`src/rtl/dcache_pkg.sv`:
```
// Shared types and constants for the data-cache tag controller.
// Defines tag-store entry layout, bit-enable masks and the FSM state enum.
package dcache_pkg;

    localparam int unsigned DCACHE_ADDR_WIDTH   = 64;
    localparam int unsigned DCACHE_NUM_WORDS    = 256;
    localparam int unsigned DCACHE_OFFSET_WIDTH = 4;
    localparam int unsigned DCACHE_INDEX_WIDTH  =
        $clog2(DCACHE_NUM_WORDS);
    localparam int unsigned DCACHE_TAG_WIDTH    =
        DCACHE_ADDR_WIDTH - DCACHE_OFFSET_WIDTH
        - DCACHE_INDEX_WIDTH;

    localparam int unsigned DCACHE_TAG_STORE_DATA_WIDTH =
        DCACHE_TAG_WIDTH + 2;

    // Entry layout: {valid, dirty, tag}
    localparam int unsigned DCACHE_VALID_BIT = DCACHE_TAG_WIDTH + 1;
    localparam int unsigned DCACHE_DIRTY_BIT = DCACHE_TAG_WIDTH;

    typedef logic [DCACHE_TAG_STORE_DATA_WIDTH-1:0]
        tag_store_data_t;
    typedef logic [DCACHE_TAG_STORE_DATA_WIDTH-1:0]
        tag_store_bit_enable_t;

    localparam tag_store_bit_enable_t DCACHE_BE_ALL = '1;
    localparam tag_store_bit_enable_t DCACHE_BE_DIRTY =
        tag_store_bit_enable_t'(1) << DCACHE_DIRTY_BIT;

    typedef enum logic [2:0] {
        ST_INIT,
        ST_IDLE,
        ST_LOOKUP,
        ST_WB_REQ,
        ST_WB_WAIT,
        ST_RF_REQ,
        ST_RF_WAIT,
        ST_UPDATE
    } dcache_tag_ctrl_state_e;

endpackage

```
`src/rtl/dcache_tag_ctrl.sv`:
```
// Tag lookup/update controller in front of the dcache tag store.
// Ports: clk_i/rst_ni; CPU req (valid/ready/addr/we) and rsp
// (valid/hit); miss-unit req (valid/ready/wb/addr) and done pulse;
// tag-store en/we/addr/wdata/bit_en out and rdata in.
module dcache_tag_ctrl
    import dcache_pkg::*;
#(
    parameter int unsigned ADDR_WIDTH   = DCACHE_ADDR_WIDTH,
    parameter int unsigned NUM_WORDS    = DCACHE_NUM_WORDS,
    parameter int unsigned OFFSET_WIDTH = DCACHE_OFFSET_WIDTH
) (
    input  logic                         clk_i,
    input  logic                         rst_ni,
    input  logic                         req_valid_i,
    output logic                         req_ready_o,
    input  logic [ADDR_WIDTH-1:0]        req_addr_i,
    input  logic                         req_we_i,
    output logic                         rsp_valid_o,
    output logic                         rsp_hit_o,
    output logic                         mem_req_valid_o,
    input  logic                         mem_req_ready_i,
    output logic                         mem_req_wb_o,
    output logic [ADDR_WIDTH-1:0]        mem_req_addr_o,
    input  logic                         mem_done_i,
    output logic                         ts_en_o,
    output logic                         ts_we_o,
    output logic [$clog2(NUM_WORDS)-1:0] ts_addr_o,
    output tag_store_data_t              ts_wdata_o,
    output tag_store_bit_enable_t        ts_bit_en_o,
    input  tag_store_data_t              ts_rdata_i
);

    localparam int unsigned IDX_W     = $clog2(NUM_WORDS);
    localparam int unsigned TAG_WIDTH =
        ADDR_WIDTH - OFFSET_WIDTH - IDX_W;
    localparam logic [IDX_W-1:0] LAST_IDX = IDX_W'(NUM_WORDS - 1);

    dcache_tag_ctrl_state_e state_q, state_d;

    logic [IDX_W-1:0]     cnt_q, cnt_d;
    logic [IDX_W-1:0]     idx_q, idx_d;
    logic [TAG_WIDTH-1:0] tag_q, tag_d;
    logic [TAG_WIDTH-1:0] vtag_q, vtag_d;
    logic                 we_q, we_d;

    logic [IDX_W-1:0]     req_idx;
    logic [TAG_WIDTH-1:0] req_tag;
    logic [TAG_WIDTH-1:0] rd_tag;
    logic                 rd_valid;
    logic                 rd_dirty;
    logic                 hit;
    logic                 unused_offset;

    assign req_idx  = req_addr_i[OFFSET_WIDTH +: IDX_W];
    assign req_tag  = req_addr_i[ADDR_WIDTH-1 -: TAG_WIDTH];
    assign rd_tag   = ts_rdata_i[TAG_WIDTH-1:0];
    assign rd_valid = ts_rdata_i[DCACHE_VALID_BIT];
    assign rd_dirty = ts_rdata_i[DCACHE_DIRTY_BIT];
    assign hit      = rd_valid && (rd_tag == tag_q);

    // Byte offset never reaches the tag store or the miss unit.
    assign unused_offset = ^req_addr_i[OFFSET_WIDTH-1:0];

    always_ff @(posedge clk_i) begin
        if (!rst_ni) begin
            state_q <= ST_INIT;
            cnt_q   <= '0;
            idx_q   <= '0;
            tag_q   <= '0;
            vtag_q  <= '0;
            we_q    <= 1'b0;
        end else begin
            state_q <= state_d;
            cnt_q   <= cnt_d;
            idx_q   <= idx_d;
            tag_q   <= tag_d;
            vtag_q  <= vtag_d;
            we_q    <= we_d;
        end
    end

    always_comb begin
        state_d         = state_q;
        cnt_d           = cnt_q;
        idx_d           = idx_q;
        tag_d           = tag_q;
        vtag_d          = vtag_q;
        we_d            = we_q;
        req_ready_o     = 1'b0;
        rsp_valid_o     = 1'b0;
        rsp_hit_o       = 1'b0;
        mem_req_valid_o = 1'b0;
        mem_req_wb_o    = 1'b0;
        mem_req_addr_o  = '0;
        ts_en_o         = 1'b0;
        ts_we_o         = 1'b0;
        ts_addr_o       = idx_q;
        ts_wdata_o      = '0;
        ts_bit_en_o     = '0;

        unique case (state_q)
            ST_INIT: begin
                ts_en_o     = 1'b1;
                ts_we_o     = 1'b1;
                ts_addr_o   = cnt_q;
                ts_bit_en_o = DCACHE_BE_ALL;
                cnt_d       = cnt_q + 1'b1;
                if (cnt_q == LAST_IDX) begin
                    state_d = ST_IDLE;
                end
            end
            ST_IDLE: begin
                req_ready_o = 1'b1;
                if (req_valid_i) begin
                    ts_en_o   = 1'b1;
                    ts_addr_o = req_idx;
                    idx_d     = req_idx;
                    tag_d     = req_tag;
                    we_d      = req_we_i;
                    state_d   = ST_LOOKUP;
                end
            end
            ST_LOOKUP: begin
                if (hit) begin
                    rsp_valid_o = 1'b1;
                    rsp_hit_o   = 1'b1;
                    state_d     = ST_IDLE;
                    // Store hit only touches the dirty bit.
                    if (we_q) begin
                        ts_en_o     = 1'b1;
                        ts_we_o     = 1'b1;
                        ts_bit_en_o = DCACHE_BE_DIRTY;
                        ts_wdata_o[DCACHE_DIRTY_BIT] = 1'b1;
                    end
                end else begin
                    vtag_d = rd_tag;
                    if (rd_valid && rd_dirty) begin
                        state_d = ST_WB_REQ;
                    end else begin
                        state_d = ST_RF_REQ;
                    end
                end
            end
            ST_WB_REQ: begin
                mem_req_valid_o = 1'b1;
                mem_req_wb_o    = 1'b1;
                mem_req_addr_o  =
                    {vtag_q, idx_q, {OFFSET_WIDTH{1'b0}}};
                if (mem_req_ready_i) begin
                    state_d = ST_WB_WAIT;
                end
            end
            ST_WB_WAIT: begin
                if (mem_done_i) begin
                    state_d = ST_RF_REQ;
                end
            end
            ST_RF_REQ: begin
                mem_req_valid_o = 1'b1;
                mem_req_addr_o  =
                    {tag_q, idx_q, {OFFSET_WIDTH{1'b0}}};
                if (mem_req_ready_i) begin
                    state_d = ST_RF_WAIT;
                end
            end
            ST_RF_WAIT: begin
                if (mem_done_i) begin
                    state_d = ST_UPDATE;
                end
            end
            ST_UPDATE: begin
                ts_en_o     = 1'b1;
                ts_we_o     = 1'b1;
                ts_bit_en_o = DCACHE_BE_ALL;
                ts_wdata_o  = {1'b1, we_q, tag_q};
                rsp_valid_o = 1'b1;
                state_d     = ST_IDLE;
            end
            default: begin
                state_d = ST_INIT;
            end
        endcase
    end

endmodule

```
`config.mk`:
```
export PLATFORM = sky130hd
export DESIGN_NAME = dcache_tag_ctrl
export DESIGN_NICKNAME = d
export VERILOG_FILES = /design/src/rtl/dcache_pkg.sv /design/src/rtl/dcache_tag_ctrl.sv
export SDC_FILE = /design/constraint.sdc
export NUM_CORES = 1
export LEC_CHECK = 0
export BUFFER_PORTS_ARGS = -buffer_cell sky130_fd_sc_hd__buf_2
export CORE_AREA = 2 2 122 124
export CTS_CLUSTER_SIZE = 24
export DETAILED_ROUTE_END_ITERATION = 6
export DIE_AREA = 0 0 124 126
export GPL_ROUTABILITY_DRIVEN = 0
export MAX_ROUTING_LAYER = met4
export PLACE_DENSITY_LB_ADDON = 0.15
export RECOVER_POWER = 50
export SYNTH_ARGS = -nofsm -noshare
export SYNTH_HDL_FRONTEND = slang
export SYNTH_SLANG_ARGS = --single-unit
export TNS_END_PERCENT = 5
```
`constraint.sdc`:
```
create_clock -name clk_i -period 9.15 [get_ports clk_i]
set_input_delay 1.83 -clock clk_i [delete_from_list [all_inputs] [get_ports clk_i]]
set_output_delay 1.83 -clock clk_i [all_outputs]
set_load 0.05 [all_outputs]
```
==> PnR_summary.wiki <==
{| class="wikitable"
! Metric !! Value
|-
| Die X-Extent || 124 um
|-
| Area fraction in and, or, nand and nor cells after synthesis || 22.9%
|-
| Internal power || 1.35 mW
|-
| Final global-route overflow total || 0
|-
| Antenna Violating Nets Remaining || 0
|-
| # IOs || 311
|-
| Category of the worst setup path launch point || input port
|-
| Share of final-layout standard cells stronger than drive strength 1 || 28.7%
|-
| Worst EP arrival || 6.48 ns
|-
| Max-slew headroom at the worst pin || -130%
|-
| Pin count of the biggest net entering global routing || 81
|-
| Setup WS pre-CTS || 3.50 ns
|-
| Synth area leader || sky130_fd_sc_hd__dfxtp_1
|-
| Clock sink count || 124
|-
| Top-count cell post-synth || sky130_fd_sc_hd__nand2_1
|-
| Summed negative setup slack over all endpoints || 0 ns
|-
| Hold Violations, Final || 0
|-
| Adder-cell area share of the yosys netlist || 0.181%
|-
| Number of placement rows || 44
|-
| Mapped Area || 6910 um2
|-
| Worst setup path class || input port to flop
|-
| Quantity of gates resized following cts || 0
|-
| Library cell appearing most often on the critical path || sky130_fd_sc_hd__nand4_1
|-
| Hold WC Path Type || flop to flop
|-
| Clock transition at the register clock pins on the worst setup and hold paths after CTS || 0.05 ns
|-
| Share of flip-flops with an asynchronous set or reset after synthesis || 0%
|-
| Global-route wire length before repair || 32.1 mm
|-
| Count of yosys warnings during synthesis || 0
|-
| EDFF count, synth || 0
|-
| Wirelength per Cell || 17.1 um
|-
| Clk root buf || sky130_fd_sc_hd__clkbuf_16
|-
| Ranking of synthesized cells by area || sky130_fd_sc_hd__dfxtp_1, sky130_fd_sc_hd__nand2_1, sky130_fd_sc_hd__mux2i_1, sky130_fd_sc_hd__a22o_1, sky130_fd_sc_hd__buf_4
|-
| Total number of H-tree levels || 4
|-
| Min Tclk post-route || 6.28 ns
|-
| Violated checks || max-capacitance violations, max-slew violations
|-
| Leakage power summed over all cells || 3.61 nW
|-
| DRC violations left || 0
|-
| Detailed-routing iteration count for the pre-antenna-repair pass || 6
|-
| Number of global-route vias before repair || 5883
|-
| Crit. End Element || flop
|-
| Synthesized instance count || 866
|-
| Longest Clk Path Bufs || 2
|-
| Timing-limited maximum frequency || 0.159 GHz
|-
| CP Max Fanout || 34
|-
| Sum of buffers and inverters on the critical path || 2
|-
| Cell with the biggest individual delay on the critical path || sky130_fd_sc_hd__clkbuf_1
|-
| Number of vias per cell || 5.20
|-
| Iteration-0 DRC Markers || 471
|-
| Portion of the post-synthesis area used by sequential elements || 35.9%
|-
| Tcrit/Tclk final || 68.7%
|-
| Final setup violation count || 0
|-
| Total global routing track utilization || 27.8%
|-
| Sum of internal, switching and leakage power || 2.68 mW
|-
| Cell chain of the critical path || buf_2 -> xnor2_1 -> nand4_1 -> nor4_1 -> nand4_1 -> nor2b_1 -> clkbuf_1 -> mux2i_1
|-
| Measured slew at the worst slew-check pin || 3.45 ns
|-
| Full die area || 15600 um2
|-
| Setup repair after global routing missed its margin || no
|-
| Total net switching power || 1.33 mW
|-
| Via count of the routed design || 6649
|-
| Fin Hold WS || 0.457 ns
|-
| Required time at the endpoint of the critical path || 9.34 ns
|-
| Height of the die || 126 um
|-
| Seq pwr share || 26.5%
|-
| Top-area cell type share of the netlist area || 35.9%
|-
| Combinational family with the most area after synthesis || simple AND/OR/NAND/NOR gates
|-
| Setup fix buffers added after clock tree synthesis || 0
|-
| Port buffer count || 302
|-
| Run status || finished, violations left
|-
| Final standard cell utilization of the core || 59.3%
|-
| Clock Skew || 0.00750 ns
|-
| # hold bufs at CTS || 0
|-
| Initial core utilization || 48.3%
|-
| Post-synth top flop || sky130_fd_sc_hd__dfxtp_1
|-
| Combinational Power Share || 48.9%
|-
| Hpwl dp || 15.4 mm
|-
| XOR/XNOR Fraction of Synth Area || 6.71%
|-
| CP top delay family || simple AND/OR/NAND/NOR gates
|-
| Max VDD drop || 0.367 mV
|-
| Total power per unit cell area || 316 nW/um2
|-
| Most frequent cells after synthesis || sky130_fd_sc_hd__nand2_1, sky130_fd_sc_hd__dfxtp_1, sky130_fd_sc_hd__a21oi_1
|-
| Number of distinct library cells after synthesis || 43
|-
| Count of max-cap constraint violations || 6
|-
| Number of antenna violations at the first check in global routing || 4
|-
| Final worst slack || 2.87 ns
|-
| Core area || 14300 um2
|-
| Switching share of power || 49.7%
|-
| Clock network power share || 24.6%
|-
| Multiplexer area fraction after synthesis || 7.67%
|-
| Final Max Slew Viols || 313
|-
| Latest clock arrival within the worst-skew pair || 0.41 ns
|-
| Post-synthesis area per instance || 7.98 um2
|-
| Number of buffers created by CTS || 17
|-
| Area added between synthesis and finish || 22.8%
|-
| Routed WL || 21.9 mm
|-
| Synth Area in Compound Gates || 15.1%
|-
| Number of nets at the end of the flow || 1204
|-
| Clock tree from TritonCTS || yes
|-
| Max stage delay on crit path || 1.87 ns
|-
| Flip-flop and latch count after synthesis || 124
|}
[power by group through the flow]
stage / combinational (mW) / sequential [mW] / clock, mW
floorplan: 1.33 / 0.686 / 0
global placement: 1.30 / 0.717 / 0
detailed placement: 1.31 / 0.718 / 0
CTS: 1.31 / 0.708 / 0.669
global route: 1.39 / 0.720 / 0.697
finish: 1.31 / 0.710 / 0.659
[per-layer routing]
layer  share of wire [%]  global-route usage [%]  vias to the layer above
met3                 6.6                    6.07                       25
met4                 1.9                    8.59                        0
li1                    -                       -                     3267
met1                  45                    35.7                     3091
met2                  47                    43.5                      266
met5                   0                       -                        -
[cells in the final DEF (no fill, tap or decap), types with 2 or more instances in the layout]
cell type                    synthesis  final
sky130_fd_sc_hd__o21a_1              2      2
sky130_fd_sc_hd__xnor2_1            47     47
sky130_fd_sc_hd__a22oi_1             7      7
sky130_fd_sc_hd__clkinv_2            0      2
sky130_fd_sc_hd__nand2_1           244    243
sky130_fd_sc_hd__nor2_1             12     11
sky130_fd_sc_hd__inv_1               5      5
sky130_fd_sc_hd__clkinvlp_4          0      2
sky130_fd_sc_hd__a21oi_1            65     65
sky130_fd_sc_hd__nor2b_1             1      2
sky130_fd_sc_hd__conb_1              1      4
sky130_fd_sc_hd__and3_1              5      4
sky130_fd_sc_hd__a22o_1             52     52
sky130_fd_sc_hd__or2_2               3      2
sky130_fd_sc_hd__o21ai_0            15     15
sky130_fd_sc_hd__bufinv_16           0      2
sky130_fd_sc_hd__dfxtp_1           124    124
sky130_fd_sc_hd__a22o_2              3      3
sky130_fd_sc_hd__and2_1             61     61
sky130_fd_sc_hd__buf_2              10    274
sky130_fd_sc_hd__buf_4              58      3
sky130_fd_sc_hd__xor2_1              6      6
sky130_fd_sc_hd__or3_1               2      2
sky130_fd_sc_hd__nand4_1            14     14
sky130_fd_sc_hd__nor4_1              4      4
sky130_fd_sc_hd__clkbuf_1           44     36
sky130_fd_sc_hd__clkbuf_16           0     17
sky130_fd_sc_hd__clkbuf_8            0      4
sky130_fd_sc_hd__diode_2             0      4
sky130_fd_sc_hd__o31ai_1             2      2
sky130_fd_sc_hd__mux2i_1            53     53
sky130_fd_sc_hd__nand3_1             4      4
[registers in the layout, summed over array words and instances (netlist names)]
signal   count
vtag_q      52
we_q         1
state_q      3
tag_q       52
idx_q        8
cnt_q        8
[cells by family after synthesis]
kind of cell	Yosys count
buffers and inverters	124
XOR/XNOR	53
flip-flops	124
adder cells (fa/ha/maj)	1
other	1
AO/OA/AOI/OAI	155
AND/OR/NAND/NOR	355
multiplexers	53
[stage by stage]
stage,std cells,cell area (um2)
6_report,1279,8490
4_1_cts,1275,8550
5_1_grt,1279,8490
3_5_place_dp,1244,7970
3_3_place_gp,1244,7970
2_1_floorplan,869,6930
[layout make-up]
class                      instances  area, um2
antenna                            4       10.0
fill                            1413       5820
sequential                       124       2480
multi-input combinational        621       3650
inverter                           6       22.5
tap                              184        230
clock buffer                      25        495
clock inverter                     6       85.1
timing repair buffer             309       1510
[worst paths after layout]
check / start / to / slack (ns) / cells past startpoint
hold reg to reg: vtag_q[24] / vtag_q[24] / 0.46 / 2
setup reg to reg: tag_q[0] / vtag_q[47] / 3.97 / 7
hold / removal: vtag_q[24] / vtag_q[24] / 0.46 / 2
setup / recovery: ts_rdata_i[31] / vtag_q[47] / 2.87 / 8
[tightest hold or removal path, stage by stage, from the launching register on]
cell and delay [ns]:
sky130_fd_sc_hd__dfxtp_1 0.31, sky130_fd_sc_hd__nand2_1 0.05, sky130_fd_sc_hd__mux2i_1 0.05
Note: power is estimated with default switching activity, not from simulation.
